### config.mk
export PLATFORM = sky130hd
export DESIGN_NAME = regfile_param
export DESIGN_NICKNAME = d
export VERILOG_FILES = /design/src/rtl/regfile_pkg.sv /design/src/rtl/regfile_clr_fsm.sv /design/src/rtl/regfile_param.sv
export SDC_FILE = /design/constraint.sdc
export NUM_CORES = 1
export LEC_CHECK = 0
export BUFFER_PORTS_ARGS = -buffer_cell sky130_fd_sc_hd__buf_2
export CORE_MARGIN = 2
export CORE_UTILIZATION = 42
export DETAILED_ROUTE_END_ITERATION = 8
export GPL_TIMING_DRIVEN = 0
export PLACE_DENSITY = 0.65
export SLEW_MARGIN = 20
export SYNTH_ARGS = -nofsm -noshare
export SYNTH_HDL_FRONTEND = slang
export SYNTH_HIERARCHICAL = 1
export SYNTH_SLANG_ARGS = --single-unit
### constraint.sdc
create_clock -name CLK -period 3.8 [get_ports CLK]
set_input_delay 0.38 -clock CLK [delete_from_list [all_inputs] [get_ports CLK]]
set_output_delay 0.38 -clock CLK [all_outputs]
set_load 0.01 [all_outputs]
### src/rtl/regfile_pkg.sv
// Shared types and helpers for the parametrised register file.
package regfile_pkg;

  typedef enum logic {
    RF_IDLE  = 1'b0,
    RF_CLEAR = 1'b1
  } rf_state_e;

  // Address width for a given depth; never narrower than one bit.
  function automatic int unsigned rf_addr_width(input int unsigned depth);
    return (depth > 1) ? $clog2(depth) : 1;
  endfunction

endpackage

### src/rtl/regfile_clr_fsm.sv
// Bulk-clear sequencer: sweeps every entry once, one per cycle, after a request in IDLE.
module regfile_clr_fsm
  import regfile_pkg::*;
#(
  parameter int unsigned DEPTH = 8,
  parameter int unsigned AW    = 3
) (
  input  logic          i_clk,
  input  logic          i_rst_n,
  input  logic          i_clr_req,
  output logic          o_clr_busy,
  output logic          o_clr_en_c,
  output logic [AW-1:0] o_clr_addr_c
);

  rf_state_e     r_state, w_state_nxt;
  logic [AW-1:0] r_cnt, w_cnt_nxt;
  logic          r_busy, w_busy_nxt;

  always_ff @(posedge i_clk or negedge i_rst_n) begin
    if (!i_rst_n) begin
      r_state <= RF_IDLE;
      r_cnt   <= '0;
      r_busy  <= 1'b0;
    end else begin
      r_state <= w_state_nxt;
      r_cnt   <= w_cnt_nxt;
      r_busy  <= w_busy_nxt;
    end
  end

  // Requests arriving mid-sweep are ignored; the sweep always runs DEPTH cycles.
  always_comb begin
    w_state_nxt = r_state;
    w_cnt_nxt   = r_cnt;
    w_busy_nxt  = r_busy;
    if (r_state == RF_IDLE) begin
      if (i_clr_req) begin
        w_state_nxt = RF_CLEAR;
        w_cnt_nxt   = '0;
        w_busy_nxt  = 1'b1;
      end
    end else begin
      if (32'(r_cnt) == DEPTH - 1) begin
        w_state_nxt = RF_IDLE;
        w_cnt_nxt   = '0;
        w_busy_nxt  = 1'b0;
      end else begin
        w_cnt_nxt = r_cnt + AW'(1);
      end
    end
  end

  assign o_clr_busy   = r_busy;
  assign o_clr_en_c   = (r_state == RF_CLEAR);
  assign o_clr_addr_c = r_cnt;

endmodule

### src/rtl/regfile_param.sv
// Parametrised 2-read/1-write register file with valid flags, write-first
// registered reads and a sequential bulk clear.
module regfile_param
  import regfile_pkg::*;
#(
  parameter  int unsigned WIDTH = 4,
  parameter  int unsigned DEPTH = 8,
  localparam int unsigned AW    = rf_addr_width(DEPTH)
) (
  input  logic             CLK,
  input  logic             CLRN,
  input  logic             WR,
  input  logic [AW-1:0]    WA,
  input  logic [WIDTH-1:0] LD_DATA,
  input  logic [AW-1:0]    RP,
  input  logic [AW-1:0]    RQ,
  output logic [WIDTH-1:0] DATAP,
  output logic [WIDTH-1:0] DATAQ,
  output logic             VALIDP,
  output logic             VALIDQ,
  input  logic             CLR_REQ,
  output logic             CLR_BUSY,
  output logic             WR_DROP
);

  logic [WIDTH-1:0] r_mem   [DEPTH];
  logic             r_valid [DEPTH];
  logic [WIDTH-1:0] r_datap, r_dataq;
  logic             r_validp, r_validq, r_wr_drop;

  logic             w_clr_en;
  logic [AW-1:0]    w_clr_addr;
  logic             w_wr_ok;
  logic [WIDTH-1:0] w_datap_nxt, w_dataq_nxt;
  logic             w_validp_nxt, w_validq_nxt;

  regfile_clr_fsm #(
    .DEPTH (DEPTH),
    .AW    (AW)
  ) u_clr_fsm (
    .i_clk        (CLK),
    .i_rst_n      (CLRN),
    .i_clr_req    (CLR_REQ),
    .o_clr_busy   (CLR_BUSY),
    .o_clr_en_c   (w_clr_en),
    .o_clr_addr_c (w_clr_addr)
  );

  // A clear request or an active sweep blocks the write port.
  assign w_wr_ok = WR && !w_clr_en && !CLR_REQ && (32'(WA) < DEPTH);

  // Next read values: out-of-range -> 0, clear-first, then write-first, then storage.
  always_comb begin
    w_datap_nxt  = '0;
    w_validp_nxt = 1'b0;
    w_dataq_nxt  = '0;
    w_validq_nxt = 1'b0;
    if (32'(RP) < DEPTH && !(w_clr_en && w_clr_addr == RP)) begin
      if (w_wr_ok && WA == RP) begin
        w_datap_nxt  = LD_DATA;
        w_validp_nxt = 1'b1;
      end else begin
        w_datap_nxt  = r_mem[RP];
        w_validp_nxt = r_valid[RP];
      end
    end
    if (32'(RQ) < DEPTH && !(w_clr_en && w_clr_addr == RQ)) begin
      if (w_wr_ok && WA == RQ) begin
        w_dataq_nxt  = LD_DATA;
        w_validq_nxt = 1'b1;
      end else begin
        w_dataq_nxt  = r_mem[RQ];
        w_validq_nxt = r_valid[RQ];
      end
    end
  end

  always_ff @(posedge CLK or negedge CLRN) begin
    if (!CLRN) begin
      for (int i = 0; i < DEPTH; i++) begin
        r_mem[i]   <= '0;
        r_valid[i] <= 1'b0;
      end
    end else if (w_clr_en) begin
      r_mem[w_clr_addr]   <= '0;
      r_valid[w_clr_addr] <= 1'b0;
    end else if (w_wr_ok) begin
      r_mem[WA]   <= LD_DATA;
      r_valid[WA] <= 1'b1;
    end
  end

  always_ff @(posedge CLK or negedge CLRN) begin
    if (!CLRN) begin
      r_datap   <= '0;
      r_dataq   <= '0;
      r_validp  <= 1'b0;
      r_validq  <= 1'b0;
      r_wr_drop <= 1'b0;
    end else begin
      r_datap   <= w_datap_nxt;
      r_dataq   <= w_dataq_nxt;
      r_validp  <= w_validp_nxt;
      r_validq  <= w_validq_nxt;
      r_wr_drop <= WR && !w_wr_ok;
    end
  end

  assign DATAP   = r_datap;
  assign DATAQ   = r_dataq;
  assign VALIDP  = r_validp;
  assign VALIDQ  = r_validq;
  assign WR_DROP = r_wr_drop;

endmodule

# Word-level counts from Yosys, hierarchy flattened

Cells that the tools add are included.

Register bits: 56
Input port bits: 17
Output and inout port bits: 12
Word-level logic and storage cells: 103

Add/sub/neg operators: 1
Order comparisons: 6
Eq/ne operators: 6
Mux-type cells: 42
Bitwise gates (word level): 9
Reduce and logical (&&, ||, !) cells: 15

Operators by type and width:

| kind                  | count |
|---|---|
| $mux W32              | 2 |
| $mux W4               | 10 |
| $and A32 B32 Y32      | 1 |
| $bwmux W32            | 1 |
| $not A32 Y32          | 1 |
| $bmux W4 S3           | 2 |
| $demux W4 S3          | 2 |
| $ge A4 B4 Y1 const B  | 4 |
| $mux W1               | 16 |
| $mux W8               | 2 |
| $not A3 Y4            | 4 |
| $eq A3 B3 Y1          | 4 |
| $logic_and A1 B1 Y1   | 9 |
| $mux W3               | 3 |
| $and A8 B8 Y8         | 1 |
| $lt A4 B1 Y1 const B  | 2 |
| $not A8 Y8            | 1 |
| $or A8 B8 Y8          | 1 |
| $bmux W1 S3           | 2 |
| $demux W1 S3          | 2 |
| $reduce_bool A2 Y1    | 2 |
| $add A3 B1 Y3 const B | 1 |
| $eq A3 B3 Y1 const B  | 1 |
| $logic_not A1 Y1      | 3 |
| 2 further kinds       | 2 |

# Logic depth before layout (Yosys ltp)

Depth in word-level cells: 8
Gate-level depth with buffers: 5
Gate-level depth less buffers: 4

# Hierarchy

The synthesis kept the hierarchy.

By module, submodules not included:

| module          | times used | cells each | area each (sq um) | sequential area each (sq um) |
|---|---|---|---|---|
| regfile_param   | 1          | 248        | 2,743.9           | 1,276.2 |
| regfile_clr_fsm | 1          | 20         | 249.0             | 125.1 |

# Worst setup path after synthesis

OpenSTA, ideal clock, no wires.

Path type: register to register
Start point: register u_clr_fsm.r_state (netlist: u_clr_fsm/o_clr_en_c)
End point: register r_mem[5] in the netlist's numbering
Library setup time: 135 ps
Arrival: 1,414 ps
Required time: 3,665 ps
Setup slack: 2,250 ps
Cell stages (with the launch flop): 5
Path buffers: 1
Period minus slack after synthesis: 1,550 ps
Cell sequence: dfrtp_1 -> buf_6 -> or3b_4 -> nor3_4 -> o21ai_0

Longest elaborated chain between the ends: 4
Elaborated cells between the ends (all ways): 5
Classes of those cells: 1 x mux; 4 x reduce/logical

RTL lines:

| item                              | RTL line              | source |
|---|---|---|
| start, declared                   | regfile_clr_fsm.sv:16 | `rf_state_e r_state, w_state_nxt;` |
| start signal, assigned            | regfile_clr_fsm.sv:26 | `r_state <= w_state_nxt;` |
| $logic_not A1 Y1                  | regfile_param.sv:50   | `assign w_wr_ok = WR && !w_clr_en && !CLR_REQ && (32'(WA) < DEPTH);` |
| $logic_and A1 B1 Y1 (2 in series) | regfile_param.sv:50   |  |
| $reduce_bool A2 Y1 (no line)      | --                    |  |
| end signal, assigned by index     | regfile_param.sv:81   | `r_mem[i] <= '0;` |
| end signal, assigned by index     | regfile_param.sv:85   | `r_mem[w_clr_addr] <= '0;` |
| end signal, assigned by index     | regfile_param.sv:88   | `r_mem[WA] <= LD_DATA;` |
| end, declared                     | regfile_param.sv:26   | `logic [WIDTH-1:0] r_mem [DEPTH];` |

Several ways; a longest one is shown, not always the timed one.
A chain may end at the register's enable or synchronous reset.

# Worst setup path after layout

Start point: register u_clr_fsm.r_state (netlist: u_clr_fsm/o_clr_en_c)
End point: register r_mem[15] in the netlist's numbering

Same word-level chain as after synthesis.

==> summary by stage <==
Critical path
The number of buffers and inverters on the critical path is 1. For this design, the slowest cell found on the critical path is dfrtp_1. The critical path is of the reg2reg type. STA classifies the critical path startpoint as a register. The startpoint of the lowest-slack register-to-register path is u_clr_fsm/o_clr_en_c. The endpoint identified for the worst register-to-register timing path is r_mem[15]. The critical path required time is roughly 4.0 ns. The worst register-to-register path has a depth of 5. The internal reg-to-reg setup slack is between 2 and 2.5 ns. At the worst endpoint, the arrival time is just under 2 ns. The critical path goes through buf_6, nor3b_4, nand3_1, nand3_1, o21ai_0.

The kind of end point of the critical path is a register. The maximum net fanout on the critical path is 10. Among cell families on the critical path, the largest total delay comes from simple AND/OR/NAND/NOR gates. The dominant cell type by count on the critical path is nand3_1. The maximum cell stage delay along the critical path is around 0.49 ns.

Clocking
In this run, CTS created clock tree buffers numbering 5. The clock latency on the worst-skew pair is ~0.32 ns. The number of cells upsized or downsized after cts is 0. The buffer levels on the longest clock path is 2.

In this run the post-CTS setup repair buffer count came out at 0. Clock tree synthesis found a total of 56 sinks. After clock tree synthesis, the clock-pin slew on the worst setup and hold paths is 0.10 ns. The clock tree root driver cell is clkbuf_8. The number of hold buffers added after cts is 0.

The maximum level of the CTS H-tree is 2. TritonCTS built the clock tree.

Synth
After synthesis, the share of flip-flops with an asynchronous set or reset is 100%. Counting distinct cell types in the post-synthesis netlist gives 32. The post-synthesis sequential element count is 56. Yosys instantiated no cell more often than dfrtp_1.

By count the netlist is led by dfrtp_1, nand2_1, nand3_1, o21ai_0, mux4_2. Of the synthesized area, sequential elements account for between 40% and 50%. The total standard cell area after synthesis is ~0.0030 mm².

In the post-synthesis netlist, the biggest area contributors are dfrtp_1, mux4_2, nand3_1. The cell count after synthesis came out at approximately 270. The number of nets produced by synthesis is roughly 290. The synthesized design devotes to its leading area cell type around 47% of total area.

Summed over all instances, the cell type with the most area after synthesis is dfrtp_1. The yosys synthesis warning count is 6. The number of enable-type register cells in the synthesized netlist is 0. The average cell area after synthesis is about 11 µm². The most used flip-flop cell after synthesis is dfrtp_1.

Detailed routing
The first-iteration detailed-routing DRC count is around 230. The number of vias per cell is approximately 5.5. The average detailed-routed wire length per instance is ~17 µm. The detail route stage leaves a number of antenna-violating nets equal to 0. The number of remaining DRC errors is 0.

The pre-antenna-repair detailed-routing pass consisted of 4 iterations. Summed over all layers, the routed wires come to between 6000 and 7000 µm. The detailed router placed between 2000 and 2500 vias in this run.

Power and ir drop
The analysis attributes to cell leakage a power of approximately 1.5 nW. The fraction of power consumed by sequential logic is a little under half. The power dissipated by switching net loads is roughly 0.66 mW.

The power per standard cell area is around 550 mW/mm². Of the total power, combinational logic draws about a third. Internal power comes to between 1 and 1.5 mW.

The maximum resistive drop on vdd is approximately 230 µV. The fraction of power spent switching nets is 36.2%. The clock power share is a little under a fifth.

STA
The pin slew with the least headroom to its limit is 0.714 ns. The max-slew violation total from the final report is 0. Setup slack on the critical path of the routed design comes to about 2 ns. The routed design could run at a clock period as short as between 1.5 and 2 ns. The number of failing setup endpoints in the final timing report is 0. The number of failing hold endpoints at the final stage came to 0. Timing would allow up to 557 MHz. Clock skew on the completed layout was measured at 0.0105 ns. The setup TNS is 0 ns.

The worst path uses between 40% and 50% of the clock period. The worst-case headroom to the max-slew limit is approximately 52%. Setup repair after global routing left no endpoint under its margin.

Finish
The share of post-route cells with drive strength above 1 is between 20% and 30%. The post-synthesis to final-layout area growth is 11.2%. The final layout net count is 320. The antenna cell count is 0. The post-route cell area is between 0.003 and 0.004 mm².

Global route
The via count of the first global-routing pass was 2127. The largest net degree at the start of global routing is between 50 and 60. The total overflow left after global routing is 0.

The first global-routing pass estimated about 11000 µm of wire. The initial antenna violation count is 0. The total global routing track utilization is 19.2%.

Job
Max-cap violations in this run came to 0.

Floorplan
The initial standard-cell utilization of the core is a little over two fifths. The die width is between 80 and 90 µm. 29 I/O pins were placed.

The die area is around 0.008 mm². The placeable core region is around 0.007 mm². The vertical die dimension is slightly below 90 µm. The count of standard-cell rows is 30.

Placed design
Buffers placed on the I/O ports in this run total 25. The detailed placer's ending HPWL is between 5000 and 6000 µm. The worst slack at placement is 2.01 ns. The placed cell area is about 0.0032 mm².

The final estimated routing congestion in global placement is slightly below 0.8.

Hold path
The worst min-delay path category is in2async.

Status
The flow ran to the end, and the final reports show no timing, DRC or antenna violations.
[registers in the layout, summed over array words and instances, names as in the netlist]
| signal | cells |
|---|---|
| WR_DROP | 1 |
| VALIDP | 1 |
| DATAQ | 4 |
| VALIDQ | 1 |
| DATAP | 4 |
| u_clr_fsm/o_clr_en_c | 1 |
| r_mem | 32 |
| r_valid | 8 |
| u_clr_fsm/o_clr_busy | 1 |
| u_clr_fsm/o_clr_addr_c | 3 |
[cells by family (layout without fill, tap and decap cells)]
group	count (synthesis)	count (layout)	synth area share [%]
xor+xnor	12	12	3.51
buf+inv	19	52	3.26
compound gates	49	49	9.95
fa+ha+maj	3	3	1.25
flops	56	56	46.8
mux	29	29	18.1
simple gates	100	100	17.1
[metrics by stage]
step | hold WS, ns | total power [mW] | std cells | util, %
6_report | 0.0909 | 1.83 | 397 | 48.7
3_5_place_dp | 0.487 | 1.51 | 389 | 47.4
2_1_floorplan | 0.0844 | 1.32 | 268 | -
5_1_grt | 0.170 | 1.95 | 397 | 48.7
3_3_place_gp | 0.475 | 1.49 | 389 | 47.4
4_1_cts | 0.148 | 1.84 | 397 | 48.7
[layout make-up]
class	count	area, µm²
Timing Repair Buffer	25	128
Sequential cell	56	1400
Buffer	11	67.6
Clock buffer	6	72.6
Clock inverter	2	16.3
Fill cell	657	3500
Tap cell	96	120
Multi-Input combinational cell	193	1490
Inverter	8	30.0
[worst max path at each step]
| stage | startpoint | end | slack [ns] | cells past startpoint |
|---|---|---|---|---|
| 2_1_floorplan | u_clr_fsm/o_clr_en_c | r_mem[5] | 2.25 | 4 |
| 3_3_place_gp | u_clr_fsm/o_clr_en_c | r_mem[6] | 2.03 | 4 |
| 3_5_place_dp | u_clr_fsm/o_clr_en_c | r_mem[6] | 2.01 | 4 |
| 4_1_cts | u_clr_fsm/o_clr_en_c | r_mem[15] | 2.00 | 5 |
| 5_1_grt | u_clr_fsm/o_clr_en_c | r_mem[18] | 1.82 | 5 |
| 6_report | u_clr_fsm/o_clr_en_c | r_mem[15] | 2.01 | 5 |
[routing by layer]
| layer | vias up | routed length, µm | GRT usage [%] | share of wire [%] |
|---|---|---|---|---|
| met2 | 44 | 3420 | 31.2 | 50 |
| met5 | - | 0 | 0 | 0 |
| met3 | 6 | 239 | 3.26 | 3.5 |
| met1 | 1080 | 3140 | 27.1 | 46 |
| met4 | 0 | 59 | 4.68 | 0.86 |
| li1 | 1038 | - | - | - |
[cells in the final DEF, fill, tap and decap left out, types with 8 or more instances in the layout]
cell and count:
o21ai_0 31, mux4_2 20, a211oi_1 8, xnor2_1 8
inv_1 8, mux2i_1 9, nand3_1 34, buf_2 27
nand2_1 36, nor2_1 11, dfrtp_1 56
[power groups by stage]
stage | Clock [mW] | Combinational [mW] | Sequential, mW
floorplan | 0 | 0.465 | 0.850
global route | 0.360 | 0.714 | 0.879
CTS | 0.340 | 0.645 | 0.855
detailed placement | 0 | 0.645 | 0.866
global placement | 0 | 0.629 | 0.856
finish | 0.334 | 0.640 | 0.859
Power figures use the tool's default switching activity.
